===== src/rtl/onehot_pulse_decoder.sv =====
// Binary code to one-hot strobe decoder with a 2-deep input buffer.
// Each accepted legal code replays as a PULSE_LEN-cycle strobe, then one idle gap.
module onehot_pulse_decoder #(
  parameter int IDX_W     = 2,
  parameter int OUT_W     = 3,
  parameter int PULSE_LEN = 4
) (
  input  logic             clk,
  input  logic             rst_n,
  input  logic             in_valid,
  input  logic [IDX_W-1:0] in_idx,
  output logic             in_ready,
  output logic [OUT_W-1:0] out_onehot,
  output logic             err,
  output logic             busy
);

  localparam int CNT_W = $clog2(PULSE_LEN + 1);
  localparam logic [IDX_W:0] OUT_LIM = (IDX_W + 1)'(OUT_W);

  typedef enum logic [1:0] {
    IDLE  = 2'd0,
    PULSE = 2'd1,
    GAP   = 2'd2
  } state_e;

  state_e           state_q, state_d;
  logic [CNT_W-1:0] ctr_q, ctr_d;
  logic [OUT_W-1:0] onehot_q, onehot_d;
  logic             err_q, err_d;

  logic [IDX_W-1:0] mem_q [2];
  logic [IDX_W-1:0] mem_d [2];
  logic             wr_q, wr_d;
  logic             rd_q, rd_d;
  logic [1:0]       fill_q, fill_d;

  logic full, empty, accept, legal, push, pop;

  // Ready depends only on registered fill level: no bypass when full.
  assign full   = (fill_q == 2'd2);
  assign empty  = (fill_q == 2'd0);
  assign accept = in_valid && !full;
  assign legal  = ({1'b0, in_idx} < OUT_LIM);
  assign push   = accept && legal;

  always_comb begin
    mem_d = mem_q;
    if (push) mem_d[wr_q] = in_idx;
    wr_d   = wr_q ^ push;
    rd_d   = rd_q ^ pop;
    fill_d = fill_q + 2'(push) - 2'(pop);
  end

  always_ff @(posedge clk or negedge rst_n) begin
    if (!rst_n) begin
      state_q  <= IDLE;
      ctr_q    <= '0;
      onehot_q <= '0;
      err_q    <= 1'b0;
      mem_q    <= '{default: '0};
      wr_q     <= 1'b0;
      rd_q     <= 1'b0;
      fill_q   <= '0;
    end else begin
      state_q  <= state_d;
      ctr_q    <= ctr_d;
      onehot_q <= onehot_d;
      err_q    <= err_d;
      mem_q    <= mem_d;
      wr_q     <= wr_d;
      rd_q     <= rd_d;
      fill_q   <= fill_d;
    end
  end

  always_comb begin
    state_d = state_q;
    ctr_d   = ctr_q;
    pop     = 1'b0;
    unique case (state_q)
      IDLE: begin
        if (!empty) begin
          pop     = 1'b1;
          ctr_d   = CNT_W'(PULSE_LEN - 1);
          state_d = PULSE;
        end
      end
      PULSE: begin
        if (ctr_q == '0) state_d = GAP;
        else ctr_d = ctr_q - 1'b1;
      end
      GAP:     state_d = IDLE;
      default: state_d = IDLE;
    endcase
  end

  always_comb begin
    onehot_d = '0;
    err_d    = accept && !legal;
    unique case (state_q)
      IDLE: begin
        if (!empty) onehot_d = OUT_W'(1) << mem_q[rd_q];
      end
      PULSE: begin
        if (ctr_q != '0) onehot_d = onehot_q;
      end
      default: onehot_d = '0;
    endcase
  end

  assign in_ready   = !full;
  assign out_onehot = onehot_q;
  assign err        = err_q;
  assign busy       = (state_q != IDLE) || !empty;

endmodule


===== config.mk =====
export PLATFORM = sky130hd
export DESIGN_NAME = onehot_pulse_decoder
export DESIGN_NICKNAME = d
export VERILOG_FILES = /design/src/rtl/onehot_pulse_decoder.sv
export SDC_FILE = /design/constraint.sdc
export NUM_CORES = 1
export LEC_CHECK = 0
export ABC_CLOCK_PERIOD_IN_PS = 2600
export CORE_MARGIN = 2
export CORE_UTILIZATION = 40
export DETAILED_ROUTE_END_ITERATION = 16
export PLACE_DENSITY = 0.6
export SYNTH_ARGS = -nofsm -noshare
export SYNTH_HDL_FRONTEND = slang
export SYNTH_SLANG_ARGS = --single-unit

===== constraint.sdc =====
create_clock -name clk -period 2.6 [get_ports clk]
set_clock_uncertainty 0.15 [all_clocks]
set_input_delay 0.78 -clock clk [delete_from_list [all_inputs] [get_ports clk]]
set_output_delay 0.78 -clock clk [all_outputs]
set_load 0.02 [all_outputs]

# --- After elaboration in Yosys (flattened, before gate mapping) ---
# Index checks and enable logic that the tools add are counted.
totals:
  reg_bits: 17
  elab_cells: 60
  output_inout_bits: 6
  in_bits: 5
classes:
  reduce_logical: 16
  bitwise: 4
  muxes: 17
  order_cmp: 4
  shifts: 1
  eq_ne: 6
  n_addsub: 3
ops:
  columns: ["operator", "count"]
  rows:
  - ["2-bit 2-to-1 mux", 6]
  - ["3-bit 2-to-1 mux", 4]
  - ["3-bit case mux with 2 select lines", 2]
  - ["2-bit != test, second input constant", 4]
  - ["4-bit bitwise mux", 1]
  - ["2-bit greater-or-equal comparator, second input constant", 2]
  - ["1-bit logical AND", 4]
  - ["2-bit logical NOT", 2]
  - ["1-bit NOT with 2-bit output", 2]
  - ["2-bit case mux with 2 select lines", 1]
  - ["2-bit nonzero test", 2]
  - ["1-bit logical NOT", 3]
  - ["3-bit logical NOT", 1]
  - ["3-bit AND reduction", 1]
  - ["3-bit nonzero test", 1]
  - ["1-bit by 2-bit left shift with 3-bit output, first input constant", 1]
  - ["3-bit by 1-bit subtractor with 3-bit output, second input constant", 1]
  - ["2-bit by 1-bit adder with 2-bit output", 1]
  - ["2-bit demux with 1-bit select", 1]
  - ["2-bit by 1-bit equality test with 1-bit output, second input constant", 1]
  - ["2-bit equality test, second input constant", 1]
  - ["2-bit by 1-bit < comparator with 1-bit output, second input constant", 1]
  - ["2-bit < comparator, second input constant", 1]
  - ["1-bit 2-to-1 mux", 2]
  - ["other kinds (4)", 5]

# --- Longest topological paths before layout ---
logic_depth:
  ltp_word: 7
  mapped_depth: 7
  ltp_nobuf: 6

# --- Worst setup path after synthesis ---
# OpenSTA, ideal clock, no wires.
synth_path:
  kind: "reg-to-output"
  start: "register state_q[1]"
  end: "output busy"
  stages_incl_launch_ff: 4
  n_path_buf: 1
  arrival_ps: 1114
  setup_slack_ps: 556
  path_cell_list: "dfrtp_1 or2_1 buf_6 or3_1"
synth_via:
  elab_chain_len: 2
synth_rtl:
  columns: ["element", "line", "rtl"]
  rows:
  - ["start: declaration", "27", "state_e state_q, state_d;"]
  - ["start signal: assignment", "66", "state_q <= state_d;"]
  - ["2-bit nonzero test", "115", "assign busy = (state_q != IDLE) || !empty;"]
  - ["1-bit logical OR", "115", null]
  - ["end: declaration", "15", "output logic busy"]
# Every way passes these cells.

# --- Worst setup path in the final report ---
# Ends and elaborated chain as after synthesis.

==> impl_metrics.yaml <==
clock_tree:
  cts_made_buffers: 3
  clkLatencyLatePin_ns: 0.28
  cts_htree_levels: 1
  cts.clk_slew.worst_paths_ns: 0.09
  numClockSinks: 17
  cts_root_buf: "clkbuf_4"
  cts_setup_buffers: 0
  cts_buffer_depth: 2
  cts_tree: "built"
grt:
  antenna_found_initial: 0
  grt_max_degree: 18
  grt_pass1_wl_um: 2400
  track_usage: 0.128
  gr-total-overflow: 0
  first_global_vias: 568
timing:
  worst_slew_pin_slew_ns: 0.285
  final_hold_viol_count: 0
  rsz0062_at_grt: "no"
  timing.fmax_ghz: 0.403
  fin_setup_tns_ns: 0
  slew_viol_final: 0
  setup_viol: 0
  whs_ns: 0.347
  fin_ws_ns: 0.119
  fin_crit_ns: 2.48
  slew_headroom: 0.805
  period_share: 0.954
power_and_ir_drop:
  internal_power_uw: 743
  p_clk_frac: 0.114
  pwr-share-comb: 0.485
  p_leak_nw: 0.457
  irDropWorstVdd_mv: 0.557
  swShare: 0.378
  p_switching_uw: 453
  totalPowerFinal_mw: 1.20
  pwr-share-seq: 0.401
  power.density_nw_per_um2: 1210
synth:
  synth.top_cell.area_share: 0.518
  syn_area_per_cell_um2: 12.3
  synth_top_cell_by_area: "dfrtp_1"
  synth_area_leaders: "dfrtp_1, ha_1, mux2_2"
  ys_seq_elements: 17
  syn-num-nets: 76
  ys_seq_area_frac: 0.518
  syn_inst: 67
  yosysWarnings: 0
  netlist_area_um2: 821
  synth_cell_types: 28
placed_design:
  port_buffers: 10
  place_congestion: 0.724
  dpl_worst_slack_ns: 0.0636
  hpwl_um: 1010
finish:
  fillers: 193
  fin_nets: 93
  final_common_cell: "dfrtp_1"
  final_cell_mix: "dfrtp_1, clkdlybuf4s50_1, inv_1"
  area_growth_syn_to_layout_pct: 20.9
  num_antenna_cells: 0
  layout-drive-gt1-share: 0.181
drt:
  ant_nets: 0
  drc: 0
  routed_wl_um: 1260
  drt-pass1-iter-count: 4
  vias: 532
  wire_per_inst_um: 11.5
  drt-initial-drc-count: 8
  detail_route.vias_per_cell: 4.84
floorplan:
  die_area_um2: 2430
  chipHeight_um: 49.3
  ioPinCount: 11
  initial_core_util: 0.423
  core_area_um2: 1940
  die_w_um: 49.3
  rows: 16
setup_path:
  end_kind: "primary output"
  critPathKind: "reg -> out"
  startpoint_type: "register"
  cp_data_arrival_time_ns: 1.55
  required_ns: 1.67
  critPathMaxFanout: 3
outcome:
  status: "finished clean"
job:
  max_cap_viol_count: 0
min_path:
  hold_class: "reg -> reg"
==> layer usage <==
metal	vias up	track usage	share of wire
met5	-	0	0
met3	2	0.0184	0.025
met2	6	0.218	0.52
met1	261	0.158	0.45
li1	263	-	-
met4	0	0.0571	0.011
==> final timing paths <==
check | from | end | slack (ns) | depth (start not counted)
setup / recovery | state_q[1] | busy | 0.12 | 3
hold / removal | ctr_q[1] | ctr_q[1] | 0.35 | 1
setup reg to reg | state_q[1] | fill_q[1] | 0.70 | 7
hold reg to reg | ctr_q[1] | ctr_q[1] | 0.35 | 1
max in group asynchronous | rst_n | fill_q[0] | 1.45 | 2
min in group asynchronous | rst_n | err | 0.65 | 2
==> sequential cells by signal (all words and copies together) (netlist names) <==
| signal | count |
|---|---|
| rd_q | 1 |
| wr_q | 1 |
| out_onehot | 3 |
| ctr_q | 3 |
| fill_q | 2 |
| state_q | 2 |
| err | 1 |
| mem_q | 4 |
==> power groups by stage <==
| stage | clock [mW] | combinational [mW] | sequential [mW] |
|---|---|---|---|
| floorplan | 0 | 0.421 | 0.493 |
| global placement | 0 | 0.582 | 0.484 |
| detailed placement | 0 | 0.592 | 0.486 |
| CTS | 0.144 | 0.591 | 0.479 |
| global route | 0.156 | 0.656 | 0.499 |
| finish | 0.137 | 0.580 | 0.479 |
==> final cells by class <==
cell class	count	area, um2	share of cell area
Clock buffer	4	26.3	0.0265
Inverter	6	22.5	0.0227
Multi-Input combinational cell	43	362	0.364
Sequential cell	17	427	0.430
Tap cell	27	33.8	0.0340
Timing Repair Buffer	13	121	0.122
==> cells in the mapped netlist <==
library cell and instances:
mux2_2 4, nand2b_2 1, nor2b_1 1, nand3_1 3, o21bai_1 1, nor3_1 1, xnor2_1 2, and2b_1 1
buf_6 1, or3_1 1, o22ai_2 1, nor2_4 1, o21a_1 1, mux2_1 1, nand4_1 1, mux2i_1 3
dfrtp_1 17, a22o_1 1, nand2_1 3, ha_1 4, inv_1 6, or2_1 1, nor2_1 4, xor2_1 1
nand2b_1 2, a32o_1 2, a311oi_4 1, o21ai_0 1
==> worst max-delay path, cell delays in order, from the launching register on <==
cell and delay [ns]:
dfrtp_1 0.39, or2_1 0.24, or3_1 0.30, dlygate4sd2_1 0.32
==> stage by stage <==
step                area (um2)  utilization  std cells
detailed placement         966        0.497        106
floorplan                  821            -         67
CTS                        991        0.510        110
global route               992        0.511        110
finish                     992        0.511        110
global placement           966        0.497        106
==> timing repair <==
action	in CTS	in global routing
hold buffers	0	0
endpoints found under the setup margin	1	1
resized for setup	1	1
==> cells by family after synthesis <==
family	synth area share
buffers and inverters	0.0412
adder cells (fa/ha/maj)	0.0610
multiplexers	0.105
flip-flops	0.518
AND/OR/NAND/NOR	0.136
XOR/XNOR	0.0320
AO/OA/AOI/OAI	0.107
(Power assumes the default switching activity.)
==> variant 1: new RTL, config.mk and constraints unchanged <==
The parameter `OUT_W` goes from 3 to 5.
--- a/src/rtl/onehot_pulse_decoder.sv
+++ b/src/rtl/onehot_pulse_decoder.sv
@@ -2,7 +2,7 @@
 // Each accepted legal code replays as a PULSE_LEN-cycle strobe, then one idle gap.
 module onehot_pulse_decoder #(
   parameter int IDX_W     = 2,
-  parameter int OUT_W     = 3,
+  parameter int OUT_W     = 5,
   parameter int PULSE_LEN = 4
 ) (
   input  logic             clk,
Ports: changed (resized out_onehot); port bits go from 11 to 13. The function was not compared with the original's and may differ.
==> variant 1 against the original RTL <==
Wire length fell by 0.24%; cell area fell by 0.50%; worst setup slack got worse by 46 ps; sequential share of layout area rose by 0.091 points; via count fell by 4.7%; synthesized area rose by 1.4%; power fell by 0.77%; utilization fell by 0.78 points; die area rose by 1.3%; sequential cell count did not move; largest cell class unchanged; highest routed layer unchanged.
==> variant 1: results (changes against the original RTL) <==
| Metric | Value |
|---|---|
| WL/cell | `11.6 µm (+1.6%)` |
| Clk_lat worst skew | `280 ps (about the same)` |
| Hold_sp | `out_onehot[1]` |
| HP Class | `flip-flop to flip-flop` |
| Status | `completed` |
| First-pass GRT wire length | `2210 µm (-7.8%)` |
| Initial antenna violation count | `0 (unchanged)` |
| Clock buffer depth | `2 (unchanged)` |
| Kind of cell adding the most delay to the critical path | `simple AND/OR/NAND/NOR gates` |
| Initial DRC count | `5 (-3)` |
| Clk root buf | `clkbuf_4` |
| Largest net degree at the start of global routing | `18 (unchanged)` |
| Final RePlAce weighted congestion | `0.701 (-3.2%)` |
| CTS clk-pin slew, worst paths | `90 ps (about the same)` |
| Async SR Flop Fraction | `100% (unchanged)` |
| R2R cell count | `7 (unchanged)` |
| R2r setup slk | `790 ps (+90 ps)` |
| FF-to-FF End | `fill_q[1]` |
| Count of cell types in the netlist | `26 (-7.1%)` |
| Layout cell share with drive strength beyond 1 | `17.3% (-0.79 points)` |
| Vias in the first global route | `515 (-9.3%)` |
| Sequential-to-total area share from yosys stat | `51.1% (-0.70 points)` |
| Vias | `507 (-4.7%)` |
| Int Power | `745 µW (+0.19%)` |
| Setup bufs post-CTS | `0 (unchanged)` |
| Critical Path Source | `state_q[0]` |
| Fill cell count | `200 (+3.6%)` |
| Ranking of synthesized cells by area | `dfrtp_1 (51%), ha_1 (9.0%), mux2_2 (6.8%)` |
| Drt first pass iters | `4 (unchanged)` |
| Crit path max-delay cell type | `dfrtp_1` |
| Total track usage | `12.2% (-0.59 points)` |
| Commonest cells post-synth | `dfrtp_1 (17), ha_1 (6), inv_1 (6)` |
| YS warnings | `0 (unchanged)` |
| H-Tree Depth | `1 (unchanged)` |
| Nets | `93 (unchanged)` |
| Maximum vdd drop | `598 µV (+7.3%)` |
| Largest stage delay on the critical path | `390 ps (about the same)` |
| Worst Path Arrival | `1600 ps (+50 ps)` |
| Lkg Pwr | `0.466 nW (+1.8%)` |
| Number of port buffers | `10 (unchanged)` |
| Final HPWL DP | `1020 µm (+0.34%)` |
| Setup crit end | `busy` |
| CTS buffer count | `3 (unchanged)` |
| CP Max Fanout | `5 (+2)` |
| ANT cells | `0 (unchanged)` |
## variant 1: changes by cell type in the layout (fill, tap and decap cells not counted), sizes merged, moves of 2 or more
cell	delta
nand2	-2
conb	+2
buf	-2
ha	+2
## variant 1: cell type report
type	instances	area, µm²	share of cell area [%]
inverter	6	22.5	2.28
multi-input combinational	43	373	37.8
clock buffer	4	26.3	2.66
sequential	17	425	43.1
timing repair buffer	11	106	10.8
tap	27	33.8	3.42
## variant 1: kinds of logic (layout without fill, tap and decap cells)
| family | Yosys count | count (layout) | share of synthesized area (%) |
|---|---|---|---|
| DFF | 17 | 17 | 51.1 |
| and+or+nand+nor | 16 | 16 | 11.1 |
| muxes | 9 | 9 | 12.2 |
| buffers and inverters | 8 | 21 | 4.51 |
| AOI/OAI and AO/OA | 7 | 7 | 8.42 |
| adders and majority gates | 6 | 6 | 9.02 |
| xor gates and xnor gates | 3 | 3 | 3.16 |
| other | 1 | 2 | 0.451 |
## variant 1: worst min path at each step
stage | end | slack [ps] | cells after the start
2_1_floorplan | ctr_q[2] | 300 | 1
3_3_place_gp | out_onehot[1] | 320 | 1
6_report | out_onehot[1] | 350 | 1
5_1_grt | out_onehot[1] | 370 | 1
3_5_place_dp | out_onehot[1] | 340 | 1
4_1_cts | out_onehot[1] | 360 | 1
## variant 1: layer usage
layer,part of all wire (%),track usage (%),vias up
met4,0.80,4.17,0
li1,-,-,256
met3,5.1,6.06,2
met1,47,14.0,236
met2,47,19.6,13
met5,0,0,-
## variant 1: power groups by stage
| stage | sequential [mW] | combinational [mW] | clock, mW |
|---|---|---|---|
| after global routing | 0.481 | 0.659 | 0.153 |
| after CTS | 0.468 | 0.599 | 0.145 |
| final | 0.466 | 0.585 | 0.136 |
| after detailed placement | 0.473 | 0.600 | 0 |
| after floorplan | 0.470 | 0.446 | 0 |
| after global placement | 0.469 | 0.585 | 0 |
## variant 1: through the flow
| step | instances | hold slack [ps] | setup WS, ps | cell area, µm² |
|---|---|---|---|---|
| after floorplan | 68 | 303 | 631 | 836 |
| after global placement | 104 | 324 | 162 | 962 |
| after detailed placement | 104 | 335 | 133 | 962 |
| after CTS | 108 | 358 | 44.3 | 987 |
| after global routing | 108 | 375 | 8.23 | 987 |
| final | 108 | 350 | 73.7 | 987 |
## variant 1: repair_timing
action | in CTS | in global routing
endpoints found under the setup margin | 1 | 0
resized for setup | 1 | 0
endpoints found under the hold margin | 0 | 0
## variant 1: worst register-to-register path, stage by stage, from the launching register on
cell and delay, ps:
dfrtp_1 390, or2_4 280, nor2_2 190, ha_1 270, inv_1 50, ha_1 150, xnor2_1 130, xnor2_1 130
==> variant 2: new RTL, same settings <==
Made on the original files. Encoding of `state_e`: now one-hot (3 bits for 3 states).
--- a/src/rtl/onehot_pulse_decoder.sv
+++ b/src/rtl/onehot_pulse_decoder.sv
@@ -18,10 +18,10 @@
   localparam int CNT_W = $clog2(PULSE_LEN + 1);
   localparam logic [IDX_W:0] OUT_LIM = (IDX_W + 1)'(OUT_W);
 
-  typedef enum logic [1:0] {
-    IDLE  = 2'd0,
-    PULSE = 2'd1,
-    GAP   = 2'd2
+  typedef enum logic [2:0] {
+    IDLE  = 3'b001,
+    PULSE = 3'b010,
+    GAP   = 3'b100
   } state_e;
 
   state_e           state_q, state_d;
Behaviour: no difference found for any inputs over 10 cycles, from zero or initial values and one cycle with rst_n low; not proved beyond that.
==> variant 2 against the original RTL <==
Maximum frequency is 3.8% higher; synthesized cell count is 4.5% higher; wire length grew 10%; synthesized area is 5.5% higher; cell area increased by 5.0%; combinational power up 7.6%; power up 8.8%; register-to-register slack got worse by 20 ps; critical path depth down 1; worst setup slack gained 91 ps; sequential cell count increased by 1; critical path type unchanged; critical endpoint is now in_ready; highest routed layer is now met3.
==> variant 2: results (changes against the original RTL) <==
| Metric | Value |
|---|---|
| Multi-input combinational area share | `37.9% (+1.5 points)` |
| R2R cell count | `6 (-1)` |
| Worst slack, placed | `118 ps (+54.8 ps)` |
| Final WL | `1390 µm (+10%)` |
| Signal inverters | `5 (-1)` |
| Maximum vdd drop | `696 µV (+25%)` |
| Worst R2R Start | `state_q[0]` |
| R2r setup slk | `680 ps (-20 ps)` |
| CP Max Fanout | `4 (+1)` |
| Synth Area in Compound Gates | `11.4% (+0.75 points)` |
| Layout cell share with drive strength beyond 1 | `25.0% (+6.9 points)` |
| Syn avg cell area | `12.4 µm² (+0.97%)` |
| Buffering overhead | `10.2% (-2.0 points)` |
| Drt first pass iters | `3 (-1)` |
| Synth Area in Adders | `5.78% (-0.32 points)` |
| Setup crit end | `in_ready` |
| Final RePlAce weighted congestion | `0.768 (+6.1%)` |
| Vias in the first global route | `559 (-1.6%)` |
| Sequential-to-total area share from yosys stat | `52.2% (+0.34 points)` |
| Syn nets | `79 (+3.9%)` |
| Count of cell types in the netlist | `29 (+3.6%)` |
| Status | `completed` |
| Seq. cell area | `452 µm² (+5.9%)` |
| Crit path max-delay cell type | `clkdlybuf4s50_1` |
| CTS clk-pin slew, worst paths | `110 ps (+20 ps)` |
| Clk tree area frac | `3.48% (+0.83 points)` |
| Worst Tran Pin Value | `528 ps (+244 ps)` |
| Hold_sp | `out_onehot[1]` |
| Plain + repair buffers | `11 (-2)` |
| Initial DRC count | `6 (-2)` |
| DP Area | `1000 µm² (+3.8%)` |
| Critical Path Source | `fill_q[0]` |
| Commonest cells post-synth | `dfrtp_1 (17), nand2_1 (7), inv_1 (5), mux2_2 (5)` |
[variant 2: cell types whose count changed in the layout (fill, tap and decap cells not counted), sizes merged, moves of 2 or more]
cell | unedited run | this run
a32o | 2 | 0
buf | 3 | 1
mux2i | 3 | 1
nand2 | 3 | 7
nand3 | 3 | 0
nor3b | 0 | 3
xnor2 | 2 | 4
[variant 2: metal layers]
| layer | global-route usage [%] | wire length (µm) | share of wire, % |
|---|---|---|---|
| met4 | 6.76 | 0 | 0 |
| met3 | 3.87 | 45 | 3.2 |
| met1 | 20.5 | 706 | 51 |
| met5 | 0 | 0 | 0 |
| met2 | 17.3 | 639 | 46 |
[variant 2: power breakdown]
group	internal (mW)	switching [mW]	leakage (nW)	total (mW)
combinational	0.328	0.296	0.228	0.624
clock	0.0853	0.0863	0.0210	0.172
sequential	0.413	0.0926	0.220	0.506
total	0.827	0.474	0.468	1.30
[variant 2: worst max-delay path, delay by kind of cell, from the launching register on]
family,cells,cell delay [ps]
buf+inv,1,600
simple gates,1,160
flops,1,420
